## src/rtl/gbc_mapper_pkg.sv

```systemverilog
// Shared types for the MBC5 mapper: address regions, FSM states and bank-register storage.
package gbc_mapper_pkg;

  typedef enum logic [2:0] {
    ROM0,
    ROMX,
    REG_RAMEN,
    REG_ROMLO,
    REG_ROMHI,
    REG_RAMB,
    CRAM,
    UNMAPPED
  } MapperRegion;

  typedef enum logic [1:0] {IDLE, REQ, WAIT, DONE} MapperState;

  typedef struct packed {
    logic       ram_enable;
    logic [8:0] rom_bank;
    logic [3:0] ram_bank;
  } MapperRegs;

  localparam MapperRegs  REGS_RESET = '{ram_enable: 1'b0, rom_bank: 9'h001, ram_bank: 4'h0};
  localparam logic [7:0] OPEN_BUS   = 8'hFF;

  // Only the top address nibble matters; writes below $8000 hit bank registers, reads hit ROM.
  function automatic MapperRegion region_of(input logic [3:0] nib, input logic wr);
    MapperRegion r;
    r = UNMAPPED;
    if (!nib[3]) begin
      if (!wr) begin
        r = nib[2] ? ROMX : ROM0;
      end else begin
        case (nib[2:0])
          3'b000, 3'b001: r = REG_RAMEN;
          3'b010:         r = REG_ROMLO;
          3'b011:         r = REG_ROMHI;
          3'b100, 3'b101: r = REG_RAMB;
          default:        r = UNMAPPED;
        endcase
      end
    end else if (nib[3:1] == 3'b101) begin
      r = CRAM;
    end
    return r;
  endfunction

endpackage

```

## src/rtl/gbc_mbc5_bank_regs.sv

```systemverilog
// MBC5 bank registers and ROM/save-RAM address generation.
// Optional GBC_MBC5_RUMBLE_EN: RamBank[3] becomes the rumble drive and the RAM bank field shrinks to 3 bits.
module gbc_mbc5_bank_regs
  import gbc_mapper_pkg::*;
#(
  parameter int ROM_BANKS_LOG2 = 9,
  parameter int RAM_BANKS_LOG2 = 4
) (
  input  logic                          clk,
  input  logic                          srst,
  input  logic                          wr_en,
  input  MapperRegion                   wr_region,
  input  logic [7:0]                    wr_data,
  input  logic [14:0]                   addr,
  output MapperRegs                     regs,
  output logic [14+ROM_BANKS_LOG2-1:0]  rom_address,
  output logic [13+RAM_BANKS_LOG2-1:0]  ram_address,
  output logic                          rumble
);

`ifdef GBC_MBC5_RUMBLE_EN
  localparam int RAM_SEL_BITS = (RAM_BANKS_LOG2 > 3) ? 3 : RAM_BANKS_LOG2;
`else
  localparam int RAM_SEL_BITS = RAM_BANKS_LOG2;
`endif
  localparam logic [3:0] RAM_MASK = 4'((1 << RAM_SEL_BITS) - 1);

  MapperRegs  regs_q, regs_d;
  logic       rumble_q, rumble_d;
  logic [8:0] rom_bank_sel;
  logic [3:0] ram_bank_sel;

  always_comb begin
    regs_d = regs_q;
    if (wr_en) begin
      case (wr_region)
        REG_RAMEN: regs_d.ram_enable    = (wr_data[3:0] == 4'hA);
        REG_ROMLO: regs_d.rom_bank[7:0] = wr_data;
        REG_ROMHI: regs_d.rom_bank[8]   = wr_data[0];
        REG_RAMB:  regs_d.ram_bank      = wr_data[3:0];
        default:   ;
      endcase
    end
`ifdef GBC_MBC5_RUMBLE_EN
    rumble_d = regs_d.ram_bank[3];
`else
    rumble_d = 1'b0;
`endif
  end

  always_ff @(posedge clk) begin
    if (srst) begin
      regs_q   <= REGS_RESET;
      rumble_q <= 1'b0;
    end else begin
      regs_q   <= regs_d;
      rumble_q <= rumble_d;
    end
  end

  // Bank 0 is a legal switchable bank; oversized bank numbers wrap by truncation.
  assign rom_bank_sel = addr[14] ? regs_q.rom_bank : 9'h000;
  assign ram_bank_sel = regs_q.ram_bank & RAM_MASK;
  assign rom_address  = {rom_bank_sel[ROM_BANKS_LOG2-1:0], addr[13:0]};
  assign ram_address  = {ram_bank_sel[RAM_BANKS_LOG2-1:0], addr[12:0]};
  assign regs         = regs_q;
  assign rumble       = rumble_q;

endmodule

```

## src/rtl/gbc_mbc5_mapper.sv

```systemverilog
// MBC5 cartridge responder: bus handshake FSM in front of the ROM cache and save RAM.
// Build option GBC_MBC5_RUMBLE_EN enables the rumble motor output (handled in gbc_mbc5_bank_regs).
module gbc_mbc5_mapper
  import gbc_mapper_pkg::*;
#(
  parameter int ROM_BANKS_LOG2 = 9,
  parameter int RAM_BANKS_LOG2 = 4
) (
  input  logic                          Clk,
  input  logic                          Reset,
  input  logic                          ClkEn,
  input  logic                          BusAccess,
  input  logic                          BusWrite,
  input  logic [15:0]                   BusAddress,
  input  logic [7:0]                    BusDin,
  output logic [7:0]                    BusDout,
  output logic                          BusReady,
  output logic                          BusDataReady,
  output logic                          RomAccess,
  output logic [14+ROM_BANKS_LOG2-1:0]  RomAddress,
  input  logic                          RomReady,
  input  logic                          RomDataReady,
  input  logic [7:0]                    RomDin,
  output logic                          RamAccess,
  output logic                          RamWrite,
  output logic [13+RAM_BANKS_LOG2-1:0]  RamAddress,
  output logic [7:0]                    RamDout,
  input  logic                          RamReady,
  input  logic                          RamDataReady,
  input  logic [7:0]                    RamDin,
  output logic                          Rumble
);

  MapperState  state_q, state_d;
  MapperRegion region;
  MapperRegs   regs;
  logic [14:0] addr_q, addr_d;
  logic [7:0]  ram_dout_q, ram_dout_d, bus_dout_q, bus_dout_d;
  logic        is_ram_q, is_ram_d, ram_write_q, ram_write_d;
  logic        bus_ready_q, bus_data_ready_q, rom_access_q, ram_access_q;
  logic        reg_wr;

  always_comb begin
    region      = region_of(BusAddress[15:12], BusWrite);
    state_d     = state_q;
    addr_d      = addr_q;
    is_ram_d    = is_ram_q;
    ram_write_d = ram_write_q;
    ram_dout_d  = ram_dout_q;
    bus_dout_d  = bus_dout_q;
    reg_wr      = 1'b0;
    case (state_q)
      IDLE: begin
        if (ClkEn && BusAccess) begin
          addr_d      = BusAddress[14:0];
          ram_dout_d  = BusDin;
          ram_write_d = 1'b0;
          is_ram_d    = 1'b0;
          bus_dout_d  = OPEN_BUS;
          state_d     = DONE;
          case (region)
            ROM0, ROMX: state_d = REQ;
            CRAM: begin
              if (regs.ram_enable) begin
                is_ram_d    = 1'b1;
                ram_write_d = BusWrite;
                state_d     = REQ;
              end
            end
            REG_RAMEN, REG_ROMLO, REG_ROMHI, REG_RAMB: reg_wr = 1'b1;
            default: ;
          endcase
        end
      end
      REQ: if (ClkEn && (is_ram_q ? RamReady : RomReady)) state_d = WAIT;
      WAIT: begin
        if (ClkEn && (is_ram_q ? RamDataReady : RomDataReady)) begin
          state_d = DONE;
          if (!ram_write_q) bus_dout_d = is_ram_q ? RamDin : RomDin;
        end
      end
      DONE:    state_d = IDLE;
      default: state_d = IDLE;
    endcase
  end

  // Strobes are registered from the next state so they line up with the state they belong to.
  always_ff @(posedge Clk) begin
    if (Reset) begin
      state_q          <= IDLE;
      addr_q           <= '0;
      is_ram_q         <= 1'b0;
      ram_write_q      <= 1'b0;
      ram_dout_q       <= 8'h00;
      bus_dout_q       <= OPEN_BUS;
      bus_ready_q      <= 1'b1;
      bus_data_ready_q <= 1'b0;
      rom_access_q     <= 1'b0;
      ram_access_q     <= 1'b0;
    end else begin
      state_q          <= state_d;
      addr_q           <= addr_d;
      is_ram_q         <= is_ram_d;
      ram_write_q      <= ram_write_d;
      ram_dout_q       <= ram_dout_d;
      bus_dout_q       <= bus_dout_d;
      bus_ready_q      <= (state_d == IDLE);
      bus_data_ready_q <= (state_d == DONE);
      rom_access_q     <= (state_d == REQ) && !is_ram_d;
      ram_access_q     <= (state_d == REQ) && is_ram_d;
    end
  end

  gbc_mbc5_bank_regs #(
    .ROM_BANKS_LOG2 (ROM_BANKS_LOG2),
    .RAM_BANKS_LOG2 (RAM_BANKS_LOG2)
  ) u_bank_regs (
    .clk         (Clk),
    .srst        (Reset),
    .wr_en       (reg_wr),
    .wr_region   (region),
    .wr_data     (BusDin),
    .addr        (addr_q),
    .regs        (regs),
    .rom_address (RomAddress),
    .ram_address (RamAddress),
    .rumble      (Rumble)
  );

  assign BusDout      = bus_dout_q;
  assign BusReady     = bus_ready_q;
  assign BusDataReady = bus_data_ready_q;
  assign RomAccess    = rom_access_q;
  assign RamAccess    = ram_access_q;
  assign RamWrite     = ram_write_q && ram_access_q;
  assign RamDout      = ram_dout_q;

endmodule

```

## config.mk

```make
export PLATFORM = sky130hd
export DESIGN_NAME = gbc_mbc5_mapper
export DESIGN_NICKNAME = d
export VERILOG_FILES = /design/src/rtl/gbc_mapper_pkg.sv /design/src/rtl/gbc_mbc5_bank_regs.sv /design/src/rtl/gbc_mbc5_mapper.sv
export SDC_FILE = /design/constraint.sdc
export NUM_CORES = 1
export LEC_CHECK = 0
export CAP_MARGIN = 20
export CELL_PAD_IN_SITES_DETAIL_PLACEMENT = 1
export CELL_PAD_IN_SITES_GLOBAL_PLACEMENT = 1
export CORE_ASPECT_RATIO = 1.4
export CORE_MARGIN = 2
export CORE_UTILIZATION = 27
export DETAILED_ROUTE_END_ITERATION = 10
export PLACE_DENSITY = 0.76
export SLEW_MARGIN = 30
export SYNTH_ARGS = -nofsm -noshare
export SYNTH_HDL_FRONTEND = slang
export SYNTH_SLANG_ARGS = --single-unit
```

## constraint.sdc

```tcl
create_clock -name Clk -period 1.62 [get_ports Clk]
set_input_delay 0.324 -clock Clk [delete_from_list [all_inputs] [get_ports Clk]]
set_output_delay 0.324 -clock Clk [all_outputs]
set_load 0.02 [all_outputs]
```

==> metrics.txt <==
# TYPE chip_impl_metric gauge
chip_impl_info{name="outcome",value="complete, no violations"} 1
chip_impl_metric{name="post_cts_hold_buffer_count",unit=""} 0
chip_impl_metric{name="die-width",unit="um"} 84.2
chip_impl_metric{name="cts-buffers-inserted",unit=""} 5
chip_impl_metric{name="grt_max_degree",unit=""} 42
chip_impl_metric{name="largest_vdd_supply_drop",unit="uV"} 390
chip_impl_metric{name="crit_path_max_incr_delay",unit="ns"} 0.61
chip_impl_info{name="synth_top_flop_cell",value="sky130_fd_sc_hd__dfxtp_1"} 1
chip_impl_metric{name="final_max_slew_viol_count",unit=""} 0
chip_impl_metric{name="power.sequential.fraction",unit=""} 0.453
chip_impl_info{name="timing.rr.end",value="u_bank_regs.regs[8]"} 1
chip_impl_info{name="critical_path.cell_chain",value="clkdlybuf4s50_1"} 1
chip_impl_info{name="synth_commonest_cells",value="sky130_fd_sc_hd__dfxtp_1 (53), sky130_fd_sc_hd__nand2_1 (50), sky130_fd_sc_hd__buf_4 (32), sky130_fd_sc_hd__a21oi_1 (26), sky130_fd_sc_hd__nor2_1 (26)"} 1
chip_impl_info{name="hold_path_class",value="in2reg"} 1
chip_impl_metric{name="clock_sink_count",unit=""} 53
chip_impl_metric{name="grt_use_total",unit=""} 0.143
chip_impl_metric{name="timing.setup.tns",unit="ns"} 0
chip_impl_metric{name="area_of_combinational_cells_with_multiple_inputs",unit="um^2"} 1100
chip_impl_metric{name="count_of_buffering_cells_on_the_critical_path_with_inverters_included",unit=""} 1
chip_impl_metric{name="place_congestion",unit=""} 0.771
chip_impl_metric{name="report.final.setup_viol",unit=""} 0
chip_impl_metric{name="die_h",unit="um"} 116
chip_impl_info{name="synthMostInstantiatedCell",value="sky130_fd_sc_hd__dfxtp_1"} 1
chip_impl_metric{name="layout.filler_cells",unit=""} 1042
chip_impl_metric{name="share_comb_of_total_power",unit=""} 0.190
chip_impl_metric{name="layout.nets",unit=""} 422
chip_impl_info{name="crit_type",value="reg2out"} 1
chip_impl_metric{name="cellInternalPower",unit="uW"} 2260
chip_impl_metric{name="drt_wl_total",unit="um"} 7090
chip_impl_info{name="synth.largest_area_cell",value="sky130_fd_sc_hd__dfxtp_1"} 1
chip_impl_metric{name="grt_pass1_wl",unit="um"} 11100
chip_impl_metric{name="layout-drive-gt1-share",unit=""} 0.123
chip_impl_metric{name="timing.fmax",unit="MHz"} 632
chip_impl_metric{name="initial_antenna_violation_count",unit=""} 0
chip_impl_metric{name="synthesis.yosys.warnings",unit=""} 0
chip_impl_metric{name="final.period_utilization",unit=""} 0.977
chip_impl_metric{name="synthCells",unit=""} 280
chip_impl_metric{name="detailroute.via_count",unit=""} 2219
chip_impl_metric{name="std_cell_rows",unit=""} 41
chip_impl_metric{name="drt_pre_antenna_iters",unit=""} 3
chip_impl_metric{name="cts-htree-levels",unit=""} 2
chip_impl_info{name="clk_root_buffer_cell",value="sky130_fd_sc_hd__clkbuf_16"} 1
chip_impl_metric{name="post_synthesis_sequential_element_count",unit=""} 53
chip_impl_metric{name="cp_data_required_time",unit="ns"} 1.30
chip_impl_info{name="slowest_cp_cell",value="sky130_fd_sc_hd__clkdlybuf4s50_1"} 1
chip_impl_info{name="cp-end-kind",value="output port"} 1
chip_impl_metric{name="regArea",unit="um^2"} 1060
chip_impl_metric{name="cts_buffer_depth",unit=""} 2
chip_impl_metric{name="clk_latency",unit="ns"} 0.29
chip_impl_metric{name="placement.io_buffers",unit=""} 109
chip_impl_metric{name="synth.avg_cell_area",unit="um^2"} 8.69
chip_impl_info{name="cp-startpoint",value="addr_q[5]"} 1
chip_impl_info{name="timing.critical_path.from_type",value="register"} 1
chip_impl_metric{name="yosysSeqAreaShare",unit=""} 0.436
chip_impl_metric{name="drtIter0Drc",unit=""} 11
chip_impl_info{name="cts_tree",value="yes"} 1
chip_impl_info{name="main_area_contributors_after_synthesis",value="sky130_fd_sc_hd__dfxtp_1 (44%), sky130_fd_sc_hd__buf_4 (9.9%), sky130_fd_sc_hd__mux2i_1 (9.1%)"} 1
chip_impl_metric{name="layout_min_cycle_time",unit="ns"} 1.58
chip_impl_metric{name="route.detailed.wl_per_inst",unit="um"} 14.8
chip_impl_metric{name="worstPathMaxFanout",unit=""} 3
chip_impl_metric{name="viasPerCell",unit=""} 4.62
chip_impl_info{name="crit_family",value="buffers and inverters"} 1
chip_impl_info{name="worstReg2RegStart",value="state_q[0]"} 1
chip_impl_metric{name="netlist-cell-type-count",unit=""} 33
chip_impl_metric{name="mappedNetlistArea",unit="um^2"} 2430
chip_impl_metric{name="power_density",unit="nW/um^2"} 809
chip_impl_metric{name="number_of_enable_type_register_cells_in_the_synthesized_netlist",unit=""} 0
chip_impl_metric{name="ff2ff_path_depth",unit=""} 5
chip_impl_metric{name="route.antenna.remaining_nets",unit=""} 0
chip_impl_metric{name="p_leak",unit="uW"} 0.00160
chip_impl_info{name="critPathCapture",value="RomAddress[5]"} 1
chip_impl_metric{name="path_depth",unit=""} 1
chip_impl_metric{name="hold_violations",unit=""} 0
chip_impl_metric{name="via_count_of_the_first_global_routing_pass",unit=""} 2326
chip_impl_metric{name="arrival",unit="ns"} 1.26
chip_impl_metric{name="clock_group_share_of_total_power",unit=""} 0.357
chip_impl_metric{name="hpwl",unit="um"} 5400
chip_impl_metric{name="core_area",unit="um^2"} 8870
chip_impl_metric{name="syn_to_final_growth",unit="%"} 54.4
chip_impl_metric{name="clk_transition_reported_paths",unit="ns"} 0.07
chip_impl_metric{name="yosys.area.top_type_share",unit=""} 0.436
chip_impl_metric{name="max-cap-violations",unit=""} 0
chip_impl_metric{name="diode_count",unit=""} 0
chip_impl_metric{name="timing.reg2reg.setup_slack",unit="ns"} 0.08
chip_impl_metric{name="finish.utilization",unit=""} 0.423
chip_impl_metric{name="p_sw_frac",unit=""} 0.256
chip_impl_metric{name="syn_nets",unit=""} 329
chip_impl_metric{name="ioPinCount",unit=""} 111
chip_impl_metric{name="synth-async-reset-ratio",unit=""} 0
chip_impl_metric{name="design.die.area",unit="um^2"} 9790
chip_impl_metric{name="switching_power",unit="uW"} 777
chip_impl_metric{name="finalClockSkew",unit="ns"} 0.00575
chip_impl_metric{name="drt_drc_violations_left",unit=""} 0
chip_impl_metric{name="grt_overflow",unit=""} 0
chip_impl_metric{name="floorplan.initialDensity",unit=""} 0.274
## power by group through the flow
stage / combinational [uW] / sequential [uW] / clock, uW
after floorplan: 264 / 1430 / 0
after global placement: 568 / 1410 / 0
after detailed placement: 580 / 1410 / 0
after CTS: 581 / 1380 / 1120
after global routing: 622 / 1380 / 1170
final: 576 / 1380 / 1080
## cells by family (layout without fill, tap and decap cells)
| kind of cell | Yosys count | after routing | share of synthesized area |
|---|---|---|---|
| other | 1 | 1 | 0.00154 |
| AOI/OAI and AO/OA | 41 | 41 | 0.101 |
| DFF | 53 | 53 | 0.436 |
| and+or+nand+nor | 113 | 113 | 0.237 |
| muxes | 24 | 24 | 0.0998 |
| buffers and inverters | 48 | 141 | 0.124 |
## what timing repair did
item | in CTS | in global routing
resized for setup | 15 | 20
setup endpoints to repair | 20 | 33
buffers inserted | 1 | 0
pin swaps | 1 | 1
## placed cells by master (no fill, tap or decap), types with 2 or more instances in the layout
cell                              count
sky130_fd_sc_hd__clkdlybuf4s50_1     81
sky130_fd_sc_hd__dfxtp_1             52
sky130_fd_sc_hd__nand2_1             50
sky130_fd_sc_hd__a21oi_1             26
sky130_fd_sc_hd__nor2_1              26
sky130_fd_sc_hd__mux2i_1             22
sky130_fd_sc_hd__buf_4               21
sky130_fd_sc_hd__dlymetal6s2s_1      14
sky130_fd_sc_hd__dlygate4sd2_1       13
sky130_fd_sc_hd__and2_1              10
sky130_fd_sc_hd__nor2b_1              9
sky130_fd_sc_hd__a211oi_1             9
sky130_fd_sc_hd__clkbuf_16            5
sky130_fd_sc_hd__mux2_2               2
sky130_fd_sc_hd__nand3_1              2
sky130_fd_sc_hd__nor3_1               2
sky130_fd_sc_hd__inv_1                2
sky130_fd_sc_hd__nand2b_2             2
sky130_fd_sc_hd__buf_12               2
## sequential cells by signal, summed over array words and instances, names as in the netlist, 2 cells and up
| name | flops |
|---|---|
| RamDout | 8 |
| BusDout | 8 |
| addr_q | 15 |
| u_bank_regs.ram_bank_sel | 4 |
| u_bank_regs.regs | 10 |
| state_q | 2 |
## layout make-up
class                   instances  area share
multi-input cells             179       0.294
well taps                     107      0.0357
flip-flops and latches         53       0.283
inverters                       2     0.00200
repair buffers                132       0.347
clock inverters                 1     0.00200
clock buffers                   6      0.0370
## worst min-delay path by stage
stage | from | endpoint | depth (start not counted)
5_1_grt | Reset | is_ram_q | 2
6_report | Reset | is_ram_q | 2
3_5_place_dp | RamDout[7] | RamDout[7] | 2
4_1_cts | Reset | is_ram_q | 2
3_3_place_gp | RamDout[6] | RamDout[6] | 2
2_1_floorplan | addr_q[13] | addr_q[13] | 2
## per-layer routing
metal / GRT usage / routed length (um) / vias to the layer above
li1: - / - / 1079
met1: 0.140 / 2640 / 1054
met2: 0.283 / 3910 / 74
met3: 0.0410 / 416 / 12
met4: 0.0484 / 127 / 0
met5: 0 / 0 / -
## per-stage QoR
step                cell area [um^2]  hold slack (ns)  total power [uW]  instances  setup slack, ns
detailed placement              3550            0.451              1990        472           -0.380
finish                          3750            0.400              3040        480           0.0369
global placement                3550            0.443              1970        472           -0.325
global route                    3750            0.420              3180        480         -0.00838
floorplan                       2430            0.437              1700        280          0.00587
CTS                             3700            0.399              3080        480           0.0112
Power figures use the tool's default switching activity.
